$ cat src/rtl/id_ex_stage.sv
// id_ex_stage
//   ID/EX pipeline register for the 5-stage RV32I core.
//   - Captures the decoded ID-stage fields.
//   - Detects load-use hazards and inserts a single bubble.
//   - Squashes the ID instruction on a taken branch or jump.
//   - Forwards EX/MEM and MEM/WB results into the ALU operand muxes.
//
// Ports
//   clk, reset            rising-edge clock, async active-high reset
//   id_*                  decoded instruction fields from the ID stage
//   flush                 taken branch/jump resolved in EX
//   exmem_*, memwb_*      downstream write-back info used for forwarding
//   stall                 hold PC and IF/ID (combinational)
//   ex_alu_a/b/code       drive the ALU directly
//   ex_store_data         forwarded rs2 value for stores
//   ex_pc, ex_rd, ex_*    registered EX-stage fields and control bits
module id_ex_stage #(
  parameter int          XLEN         = 32,
  parameter int          RA_W         = 5,
  parameter logic [3:0]  NOP_ALU_CODE = 4'b0000
) (
  input  logic            clk,
  input  logic            reset,
  input  logic [XLEN-1:0] id_pc,
  input  logic [XLEN-1:0] id_rs1_data,
  input  logic [XLEN-1:0] id_rs2_data,
  input  logic [XLEN-1:0] id_imm,
  input  logic [RA_W-1:0] id_rs1_addr,
  input  logic [RA_W-1:0] id_rs2_addr,
  input  logic [RA_W-1:0] id_rd_addr,
  input  logic            id_uses_rs1,
  input  logic            id_uses_rs2,
  input  logic [3:0]      id_alu_code,
  input  logic            id_alusrc_a,
  input  logic            id_alusrc_b,
  input  logic            id_reg_write,
  input  logic            id_mem_read,
  input  logic            id_mem_write,
  input  logic            flush,
  input  logic [RA_W-1:0] exmem_rd,
  input  logic            exmem_reg_write,
  input  logic [XLEN-1:0] exmem_result,
  input  logic [RA_W-1:0] memwb_rd,
  input  logic            memwb_reg_write,
  input  logic [XLEN-1:0] memwb_wdata,
  output logic            stall,
  output logic [XLEN-1:0] ex_alu_a,
  output logic [XLEN-1:0] ex_alu_b,
  output logic [3:0]      ex_alu_code,
  output logic [XLEN-1:0] ex_store_data,
  output logic [XLEN-1:0] ex_pc,
  output logic [RA_W-1:0] ex_rd,
  output logic            ex_reg_write,
  output logic            ex_mem_read,
  output logic            ex_mem_write,
  output logic            ex_valid
);

  logic [XLEN-1:0] ex_rs1_data;
  logic [XLEN-1:0] ex_rs2_data;
  logic [XLEN-1:0] ex_imm;
  logic [RA_W-1:0] ex_rs1_addr;
  logic [RA_W-1:0] ex_rs2_addr;
  logic            ex_alusrc_a;
  logic            ex_alusrc_b;
  logic [XLEN-1:0] fwd_rs1;
  logic [XLEN-1:0] fwd_rs2;

  // A load in EX whose destination is read by the ID instruction cannot be
  // forwarded in time; hold ID for one cycle.
  always_comb begin
    stall = ex_valid & ex_mem_read & (ex_rd != '0) &
            ((id_uses_rs1 & (ex_rd == id_rs1_addr)) |
             (id_uses_rs2 & (ex_rd == id_rs2_addr)));
  end

  always_ff @(posedge clk or posedge reset) begin
    if (reset) begin
      ex_valid     <= 1'b0;
      ex_pc        <= '0;
      ex_rd        <= '0;
      ex_reg_write <= 1'b0;
      ex_mem_read  <= 1'b0;
      ex_mem_write <= 1'b0;
      ex_alu_code  <= NOP_ALU_CODE;
      ex_alusrc_a  <= 1'b0;
      ex_alusrc_b  <= 1'b0;
      ex_imm       <= '0;
      ex_rs1_addr  <= '0;
      ex_rs2_addr  <= '0;
      ex_rs1_data  <= '0;
      ex_rs2_data  <= '0;
    end else if (flush || stall) begin
      // flush takes precedence, but both load the same bubble
      ex_valid     <= 1'b0;
      ex_pc        <= '0;
      ex_rd        <= '0;
      ex_reg_write <= 1'b0;
      ex_mem_read  <= 1'b0;
      ex_mem_write <= 1'b0;
      ex_alu_code  <= NOP_ALU_CODE;
      ex_alusrc_a  <= 1'b0;
      ex_alusrc_b  <= 1'b0;
      ex_imm       <= '0;
      ex_rs1_addr  <= '0;
      ex_rs2_addr  <= '0;
      ex_rs1_data  <= '0;
      ex_rs2_data  <= '0;
    end else begin
      ex_valid     <= 1'b1;
      ex_pc        <= id_pc;
      ex_rd        <= id_rd_addr;
      ex_reg_write <= id_reg_write;
      ex_mem_read  <= id_mem_read;
      ex_mem_write <= id_mem_write;
      ex_alu_code  <= id_alu_code;
      ex_alusrc_a  <= id_alusrc_a;
      ex_alusrc_b  <= id_alusrc_b;
      ex_imm       <= id_imm;
      ex_rs1_addr  <= id_rs1_addr;
      ex_rs2_addr  <= id_rs2_addr;
      ex_rs1_data  <= id_rs1_data;
      ex_rs2_data  <= id_rs2_data;
    end
  end

  // EX/MEM is the younger result, so it wins over MEM/WB; x0 never forwards.
  always_comb begin
    fwd_rs1 = ex_rs1_data;
    if (exmem_reg_write && (exmem_rd != '0) && (exmem_rd == ex_rs1_addr))
      fwd_rs1 = exmem_result;
    else if (memwb_reg_write && (memwb_rd != '0) && (memwb_rd == ex_rs1_addr))
      fwd_rs1 = memwb_wdata;
  end

  always_comb begin
    fwd_rs2 = ex_rs2_data;
    if (exmem_reg_write && (exmem_rd != '0) && (exmem_rd == ex_rs2_addr))
      fwd_rs2 = exmem_result;
    else if (memwb_reg_write && (memwb_rd != '0) && (memwb_rd == ex_rs2_addr))
      fwd_rs2 = memwb_wdata;
  end

  always_comb begin
    ex_alu_a      = ex_alusrc_a ? ex_pc  : fwd_rs1;
    ex_alu_b      = ex_alusrc_b ? ex_imm : fwd_rs2;
    ex_store_data = fwd_rs2;
  end

endmodule

$ cat config.mk
export PLATFORM = sky130hd
export DESIGN_NAME = id_ex_stage
export DESIGN_NICKNAME = d
export VERILOG_FILES = /design/src/rtl/id_ex_stage.sv
export SDC_FILE = /design/constraint.sdc
export NUM_CORES = 1
export LEC_CHECK = 0
export ABC_CLOCK_PERIOD_IN_PS = 13150
export CORE_AREA = 2 2 144 146
export DETAILED_ROUTE_END_ITERATION = 7
export DIE_AREA = 0 0 146 148
export MAX_ROUTING_LAYER = met4
export PLACE_DENSITY = 0.84
export SLEW_MARGIN = 40
export SYNTH_ARGS = -nofsm -noshare
export SYNTH_HDL_FRONTEND = slang
export SYNTH_SLANG_ARGS = --single-unit
$ cat constraint.sdc
create_clock -name clk -period 13.15 [get_ports clk]
set_input_delay 2.63 -clock clk [delete_from_list [all_inputs] [get_ports clk]]
set_output_delay 2.63 -clock clk [all_outputs]
set_load 0.01 [all_outputs]
-- Word level (Yosys, flattened, before mapping)
Cells that the tools add are included.
- output and inout port bits: 142
- input port bits: 233
- bits in registers: 153
- word-level logic and storage cells: 56
- muxes and demuxes: 20
- reduce and logical (&&, ||, !) cells: 10
- bitwise gates (word level): 6
- eq/ne operators: 6
- operators with widths (operator ; number):
    32-bit two-way mux ; 10
    5-bit equality test ; 6
    5-bit two-way mux ; 3
    5-bit nonzero test ; 3
    1-bit logical AND ; 6
    1-bit two-way mux ; 6
    1-bit bitwise AND ; 5
    4-bit two-way mux ; 1
    1-bit logical OR ; 1
    1-bit OR ; 1

-- Logic depth before layout (Yosys ltp)
Gate-level depths: netlist of run 1.
- word-level depth: 6
- mapped depth: 7
- gate-level depth less buffers: 5

-- Worst setup path before layout of run 1
Ideal clock, no wire load.
- path kind: input-to-output
- start: input memwb_rd[0]
- end: output ex_alu_b[10]
- setup slack: 6.335 ns
- stages on the path: 7
- required time: 10.520 ns
- buffers on the path: 2
- arrival time: 4.185 ns
- path through: or4_4 a21oi_1 or3_1 buf_4 buf_6 a221oi_2 o31ai_1
- longest elaborated chain between the ends: 6
- elaborated cells between the ends (all ways): 7
- classes of those cells: eq/ne (1); mux (3); reduce/logical (3)
- RTL lines (item ; line ; source):
    from (decl) ; 43 ; input logic [RA_W-1:0] memwb_rd,
    5-bit nonzero test ; 140 ; else if (memwb_reg_write && (memwb_rd != '0) && (memwb_rd == ex_rs2_addr))
    1-bit logical AND ; 140 ;
    1-bit logical AND * ; 140 ;
    32-bit two-way mux * ; 140 ;
    32-bit two-way mux * ; 138 ; if (exmem_reg_write && (exmem_rd != '0) && (exmem_rd == ex_rs2_addr))
    32-bit two-way mux * ; 146 ; ex_alu_b = ex_alusrc_b ? ex_imm : fwd_rs2;
    to (decl) ; 48 ; output logic [XLEN-1:0] ex_alu_b,
Mark *: on every way between the ends. The rest lies on a longest branch, timed or not.

-- Final worst setup path of run 1
- start: input memwb_rd[0]
- end: output ex_alu_a[26]
- longest elaborated chain between the ends: 6
- elaborated cells between the ends (all ways): 7
- classes of those cells: eq/ne (1); mux (3); reduce/logical (3)
- RTL lines (item ; line ; source):
    5-bit nonzero test ; 132 ; else if (memwb_reg_write && (memwb_rd != '0) && (memwb_rd == ex_rs1_addr))
    1-bit logical AND ; 132 ;
    1-bit logical AND * ; 132 ;
    32-bit two-way mux * ; 132 ;
    32-bit two-way mux * ; 130 ; if (exmem_reg_write && (exmem_rd != '0) && (exmem_rd == ex_rs1_addr))
    32-bit two-way mux * ; 145 ; ex_alu_a = ex_alusrc_a ? ex_pc : fwd_rs1;
    to (decl) ; 47 ; output logic [XLEN-1:0] ex_alu_a,
Marked as above.

==> results of run 1 <==
[logic make-up after synthesis]
logic type,after synthesis
buffers and inverters,99
muxes,1
xor gates and xnor gates,29
and+or+nand+nor,399
DFF,153
AOI/OAI and AO/OA,134
[cells in the mapped netlist]
library cell and number:
nor2_1 123, nand4_1 4, a211oi_1 41, o31ai_1 33
a41oi_2 1, o2111ai_1 1, or4_4 1, nand3_1 2
inv_1 34, mux2i_1 1, buf_6 6, o211ai_1 1
a221oi_2 21, nor4_1 9, buf_2 12, clkbuf_1 39
or4_1 1, o31ai_2 30, and2_1 153, buf_1 3
nand2_1 67, o211ai_2 1, dfrtp_1 153, nor3_1 34
o22ai_1 1, a221oi_1 2, xnor2_1 29, buf_4 5
or3_1 1, and4_1 1, a21oi_1 2, or2_1 3
[through the flow]
stage	power [mW]	area, sq um	utilization [%]	worst slack, ns
3_5_place_dp	0.799	11800	59.1	4.20
3_3_place_gp	0.793	11700	58.5	3.93
5_1_grt	1.35	12500	62.4	4.25
2_1_floorplan	0.626	7850	-	6.33
4_1_cts	1.31	12500	62.1	4.19
6_report	1.30	12500	62.4	4.39
[power by group through the flow]
stage          clock (mW)  sequential [mW]  combinational, mW
2_1_floorplan           0            0.516              0.110
3_3_place_gp            0            0.519              0.273
3_5_place_dp            0            0.519              0.279
4_1_cts             0.516            0.511              0.281
5_1_grt             0.537            0.513              0.299
6_report            0.504            0.511              0.281
[placed cells by master, fill, tap and decap left out, types with 2 or more instances in the layout]
| master | count |
|---|---|
| buf_16 | 5 |
| nor3_1 | 34 |
| clkbuf_8 | 3 |
| o31ai_2 | 30 |
| dfrtp_1 | 151 |
| dfrtp_2 | 2 |
| a221oi_1 | 2 |
| nand2_1 | 66 |
| diode_2 | 2 |
| o31ai_1 | 33 |
| clkdlybuf4s50_1 | 374 |
| nor4_1 | 9 |
| xnor2_1 | 29 |
| nand3_1 | 2 |
| inv_1 | 33 |
| inv_8 | 2 |
| a221oi_2 | 21 |
| nor2_1 | 120 |
| inv_6 | 3 |
| a211oi_1 | 41 |
| or2_2 | 3 |
| buf_4 | 7 |
| and2_1 | 153 |
| clkinvlp_4 | 5 |
| nand4_1 | 4 |
| nor2_4 | 3 |
| clkbuf_16 | 17 |
| bufinv_16 | 2 |
[worst min-delay path by stage]
| stage | startpoint | endpoint | slack (ns) | depth (start not counted) |
|---|---|---|---|---|
| final | ex_mem_read | ex_valid | 0.94 | 2 |
| after global routing | ex_mem_read | ex_valid | 1.01 | 2 |
| after CTS | ex_valid | ex_valid | 0.97 | 2 |
| after detailed placement | ex_valid | ex_valid | 0.95 | 2 |
| after global placement | ex_mem_read | ex_valid | 0.94 | 2 |
| after floorplan | ex_mem_read | ex_valid | 0.80 | 2 |
[cell type report]
cell class / count / area share, %
Inverter: 34 / 1.08
Clock buffer: 21 / 3.77
Clock inverter: 11 / 1.08
Tap cell: 270 / 2.70
Timing Repair Buffer: 387 / 31.6
Multi-Input combinational cell: 563 / 29.1
Antenna cell: 2 / 0.0401
Sequential cell: 153 / 30.7
[sequential cells by signal (all words and copies together) (netlist names)]
register,cells
ex_alusrc_b,1
ex_rs2_addr,5
ex_valid,1
ex_mem_read,1
ex_alu_code,4
ex_rd,5
ex_imm,32
ex_pc,32
ex_mem_write,1
ex_rs1_data,32
ex_rs2_data,32
ex_reg_write,1
ex_rs1_addr,5
ex_alusrc_a,1
[layer usage]
metal  track usage, %  vias up  share of wire, %
li1                 -     3435                 -
met1             32.3     3649                38
met2             50.1      380                51
met3             6.57       82               7.3
met4             14.8        0               4.4
met5                -        -                 0
[tightest hold or removal path, delay by kind of cell (launching register included)]
kind	cells	cell delay, ns
DFF	1	0.41
buffers and inverters	1	0.29
AOI/OAI and AO/OA	1	0.11
==> metrics, run 1 <==
status=complete, no violations; worst r2r src=ex_rd[3]; Reg2Reg Depth=6; first-pass GRT wire length=46400 um; Die Y=148 um; CP dominant cell by count=clkdlybuf4s50_1; Port Buffers=374; post-synth top area share=48.8%; initial core utilization=39.2%; CTS tree=yes; WS Path Type=input port to primary output; largest family of logic cells by synthesized area=simple AND/OR/NAND/NOR gates; XOR/XNOR Fraction of Synth Area=3.23%; worst-path cell chain=clkdlybuf4s50_1 > or4_4 > o211ai_4 > buf_4 > or2_2 > a211oi_1 > o31ai_2 > clkdlybuf4s50_1; DRC viols=0; slowest CP cell=or2_2; Routed Wire Length=30900 um; drt wl/cell=21.5 um; Synth area leaders=dfrtp_1, and2_1, nor2_1, o31ai_2, a221oi_2; post-synth top area cell=dfrtp_1; Placeable Area=0.0200 sq mm; initial antenna violation count=2; critical path endpoint=ex_alu_a[26]; R2R Setup Slk=11.19 ns; Final nets=1389; number of DRC markers in iteration 0=391; setup TNS=0 ns; Post-CTS Hold Buffers=0; mux cell area share after synthesis=0.127%; vias in the first global route=7933; Max Slew Vio Count=0; delay-heaviest family, CP=buffers and inverters; pin count of the biggest net entering global routing=87; Max FO, Critical Path=33; Buf+Inv Stages, Crit Path=3; Clock Sinks=153; Layout Skew=0.00853 ns; Clk network pwr share=38.9%; Clock transition at path regs=0.07 ns; Mapped Cells=815; Peak Freq=114 MHz; slew margin rel.=44.6%; Initial DRT Pass Iterations=5; # H-tree levels=4; Power Dens Cells=104 mW/mm^2; max-cap violations=0; fin crit period=8.76 ns; Synth cell types=32; total leakage power=5.11 nW; Min-Delay Path Class=flop to flop; Mapped Area=0.00785 sq mm; gr ovfl total=0; Worst Path Arrival=6.13 ns; Hold WS=0.940 ns; Mapped Nets=1048; Post-CTS Resized=0; CP Launch Point=memwb_rd[0]; CP Capture Type=primary output; fin crit share=66.6%; Mean Syn Cell Area=9.64 sq um; routability cong.=0.912; synthesis-stage register bit count=153; Site Rows=52; area of the multi-input gates=0.00363 sq mm; Final Setup Violations=0; root buffer cell=clkbuf_16; TritonCTS Buffers=17; full die area=0.0216 sq mm; worst skew pair latency=0.42 ns; DR vias=7546; slew at the pin closest to its max-slew limit=0.828 ns; sequential standard cell area=0.00383 sq mm; sequential fraction of the synthesis area=48.8%; switching pwr=344 uW; post-synthesis adder-cell area fraction=0%; Synth Area in Simple Gates=25.3%; Synth Area in Compound Gates=16.9%; Placed Cells incl. Taps=1406; Sw Share=26.5%; Hold Vio Cnt, Final=0; All-Layer GR Usage=29.3%; Worst setup SP type=input port; RSZ-0062 raised after global routing=false; Critical Path Max Stage Delay=0.69 ns; FF-to-FF End=ex_rs2_data[24]; Cell Count, Final, Fillers Out=1441; share of layout cells above drive strength 1=9.41%; Pint=952 uW; Chip Width=146 um; Routed Antenna Nets=0; Sequential Power Share=39.4%; CP Depth=8; HPWL after DPL=22700 um; critical path required time=10.52 ns; Ports=375; Synth warnings=0; Bufs on Longest Clock Path=2; Area Overhead vs Synth=59.1%; Comb power frac=21.7%; maximum vdd drop=0.0000814 V; post-CTS setup buffers=0; Via density=5.24; FILL cells=1646
No activity file was read; power rests on OpenSTA's default activity.
==> inputs of run 2 (changes only) <==
Settings changed: ABC_CLOCK_PERIOD_IN_PS 13150 to 7250, CORE_AREA 2 2 144 146 to default, CORE_UTILIZATION from default to 38, DIE_AREA 0 0 146 148 to default.
Clock period 13.15 ns to 7.25 ns, I/O delays scaled along.
==> run 2 against run 1 <==
Against the previous run:
- clock skew increased by 0.0027 ns
- final cell count increased by 0.14%
- critical path depth unchanged
- core utilization decreased by 1.1 points
- design area decreased by 0.77%
- combinational power increased by 80%
- first-iteration DRC count decreased by 4.9%
- clock power increased by 75%
- largest cell class unchanged
==> metrics, run 2 (synthesized netlist as in run 1, its figures left out) <==
status=complete, no violations (unchanged); Chip Width=146 um (about the same); Hold Vio Cnt, Final=0 (unchanged); CP Capture Type=primary output (unchanged); Sw Share=26.6% (was 26.5%); fin crit period=6.41 ns; Buf+Inv Stages, Crit Path=3 (unchanged); Final Setup Violations=0 (unchanged); slew margin rel.=48.2% (was 44.6%); Sequential Power Share=39.9% (was 39.4%); CP dominant cell by count=clkdlybuf4s50_1 (unchanged); Diodes inserted=0 (was 2); FILL cells=1670 (was 1646); Tot Pwr=2.31 mW (was 1.30 mW); Via density=5.16 (was 5.24); Die Y=146 um (was 148 um); max-cap violations=0 (unchanged); initial core utilization=38.8% (was 39.2%); R2R Setup Slk=5.25 ns (was 11.19 ns); Final nets=1393 (was 1389); switching pwr=615 uW (was 344 uW); worst skew pair latency=0.42 ns (about the same); total leakage power=5.09 nW (was 5.11 nW); sequential standard cell area=0.00383 sq mm (unchanged); full die area=0.0212 sq mm (was 0.0216 sq mm); drt wl/cell=20.2 um (was 21.5 um); CP Launch Point=exmem_rd[1] (was memwb_rd[0]); Post-CTS Hold Buffers=0 (unchanged); Clk network pwr share=38.2% (was 38.9%); most common cell after layout, fill and taps aside=clkdlybuf4s50_1 (unchanged); Reg2Reg Depth=6 (unchanged); Placeable Area=0.0202 sq mm (was 0.0200 sq mm); fin crit share=88.5%; Clock transition at path regs=0.06 ns (was 0.07 ns); CP Depth=8 (unchanged); Port Buffers=374 (unchanged); area of the multi-input gates=0.00362 sq mm (was 0.00363 sq mm); Min-Delay Path Class=flop to flop (unchanged); Comb power frac=21.9% (was 21.7%); FF-to-FF End=ex_imm[10] (was ex_rs2_data[24]); first-pass GRT wire length=44300 um (was 46400 um); Max Slew Vio Count=0 (unchanged); Area Overhead vs Synth=57.9% (was 59.1%); Ports=375 (unchanged); Worst Path Arrival=4.96 ns (was 6.13 ns); DR vias=7441 (was 7546); Post-CTS Resized=0 (unchanged); Routed Antenna Nets=0 (unchanged); worst-path cell chain=clkdlybuf4s50_1 > or4_1 > o211ai_1 > or2_1 > buf_4 > nor2_1 > o31ai_1 > clkdlybuf4s50_1 (was clkdlybuf4s50_1 > or4_4 > o211ai_4 > buf_4 > or2_2 > a211oi_1 > o31ai_2 > clkdlybuf4s50_1); post-CTS setup buffers=0 (unchanged); Critical Path Max Stage Delay=0.64 ns (was 0.69 ns); Initial DRT Pass Iterations=5 (unchanged); critical path required time=5.80 ns (was 10.52 ns); share of layout cells above drive strength 1=9.29% (was 9.41%); Routed Wire Length=29200 um (was 30900 um); Power Dens Cells=187 mW/mm^2 (was 104 mW/mm^2); TritonCTS Buffers=17 (unchanged); Max FO, Critical Path=22 (was 33); Clock Sinks=153 (unchanged); number of DRC markers in iteration 0=372 (was 391); Bufs on Longest Clock Path=2 (unchanged); initial antenna violation count=0 (was 2); Min-Delay Startpoint=ex_mem_read (unchanged); RSZ-0062 raised after global routing=false (unchanged); routability cong.=0.900 (was 0.912); CTS tree=yes (unchanged); Worst setup SP type=input port (unchanged); worst r2r src=ex_rd[4] (was ex_rd[3]); Site Rows=52 (unchanged); Pint=1.70 mW (was 952 uW); All-Layer GR Usage=28.6% (was 29.3%); vias in the first global route=7693 (was 7933); most frequent cells in the layout=clkdlybuf4s50_1, and2_1, dfrtp_1 (unchanged); DRC viols=0 (unchanged); Peak Freq=156 MHz; root buffer cell=clkbuf_16 (unchanged); slowest CP cell=clkdlybuf4s50_1 (was or2_2); WS Path Type=input port to primary output (unchanged); slew at the pin closest to its max-slew limit=0.778 ns (was 0.828 ns); # H-tree levels=4 (unchanged); pin count of the biggest net entering global routing=97 (was 87); critical path endpoint=ex_alu_b[11] (was ex_alu_a[26]); Layout Skew=0.0112 ns (was 0.00853 ns); delay-heaviest family, CP=buffers and inverters (unchanged); gr ovfl total=0 (unchanged); setup TNS=0 ns (unchanged); HPWL after DPL=21400 um (was 22700 um); maximum vdd drop=0.000146 V (was 0.0000814 V)
run 2: changes by cell type in the layout (fill, tap and decap cells not counted), moves of 3 or more:
| cell | before | now |
|---|---|---|
| clkinv_2 | 0 | 3 |
| clkbuf_8 | 3 | 0 |
| buf_16 | 5 | 1 |
| buf_4 | 7 | 14 |
run 2: worst min path at each step:
stage	end	cells after the start	slack, ns
floorplan	ex_valid	2	0.80
global placement	ex_valid	2	0.95
detailed placement	ex_valid	2	0.95
CTS	ex_valid	2	0.97
global route	ex_valid	2	1.03
finish	ex_valid	2	0.94
run 2: tightest hold or removal path: stages (launching register included):
cell     delay [ns]
dfrtp_1        0.41
a41oi_4        0.12
buf_4          0.29
run 2: per-stage QoR:
step / util (%) / area, sq um / hold slack [ns] / cells / worst slack (ns)
finish: 61.3 / 12400 / 0.941 / 1443 / 0.837
global route: 61.3 / 12400 / 1.03 / 1443 / 0.704
CTS: 61.2 / 12400 / 0.965 / 1442 / 0.805
detailed placement: 58.3 / 11800 / 0.951 / 1410 / 0.814
global placement: 58.2 / 11800 / 0.946 / 1409 / 0.862
floorplan: - / 7850 / 0.796 / 815 / 1.68
run 2: layer usage:
metal  track usage (%)  wire (um)  vias to the layer above
met5                 -          0                        -
met4              11.8        952                        0
met3              5.05       1680                       56
met2              49.6      15100                      345
met1              32.6      11400                     3613
li1                  -          -                     3427
run 2: power groups by stage:
stage	registers [mW]	logic (mW)	clock network [mW]
2_1_floorplan	0.936	0.200	0
3_3_place_gp	0.938	0.501	0
3_5_place_dp	0.939	0.505	0
4_1_cts	0.923	0.509	0.898
5_1_grt	0.927	0.541	0.935
6_report	0.923	0.507	0.882
run 2: area by class of cell:
cell class / count / area share [%]
Timing Repair Buffer: 391 / 31.5
Tap cell: 270 / 2.72
Inverter: 34 / 1.09
Multi-Input combinational cell: 563 / 29.2
Sequential cell: 153 / 30.9
Clock buffer: 19 / 3.49
Clock inverter: 13 / 1.14
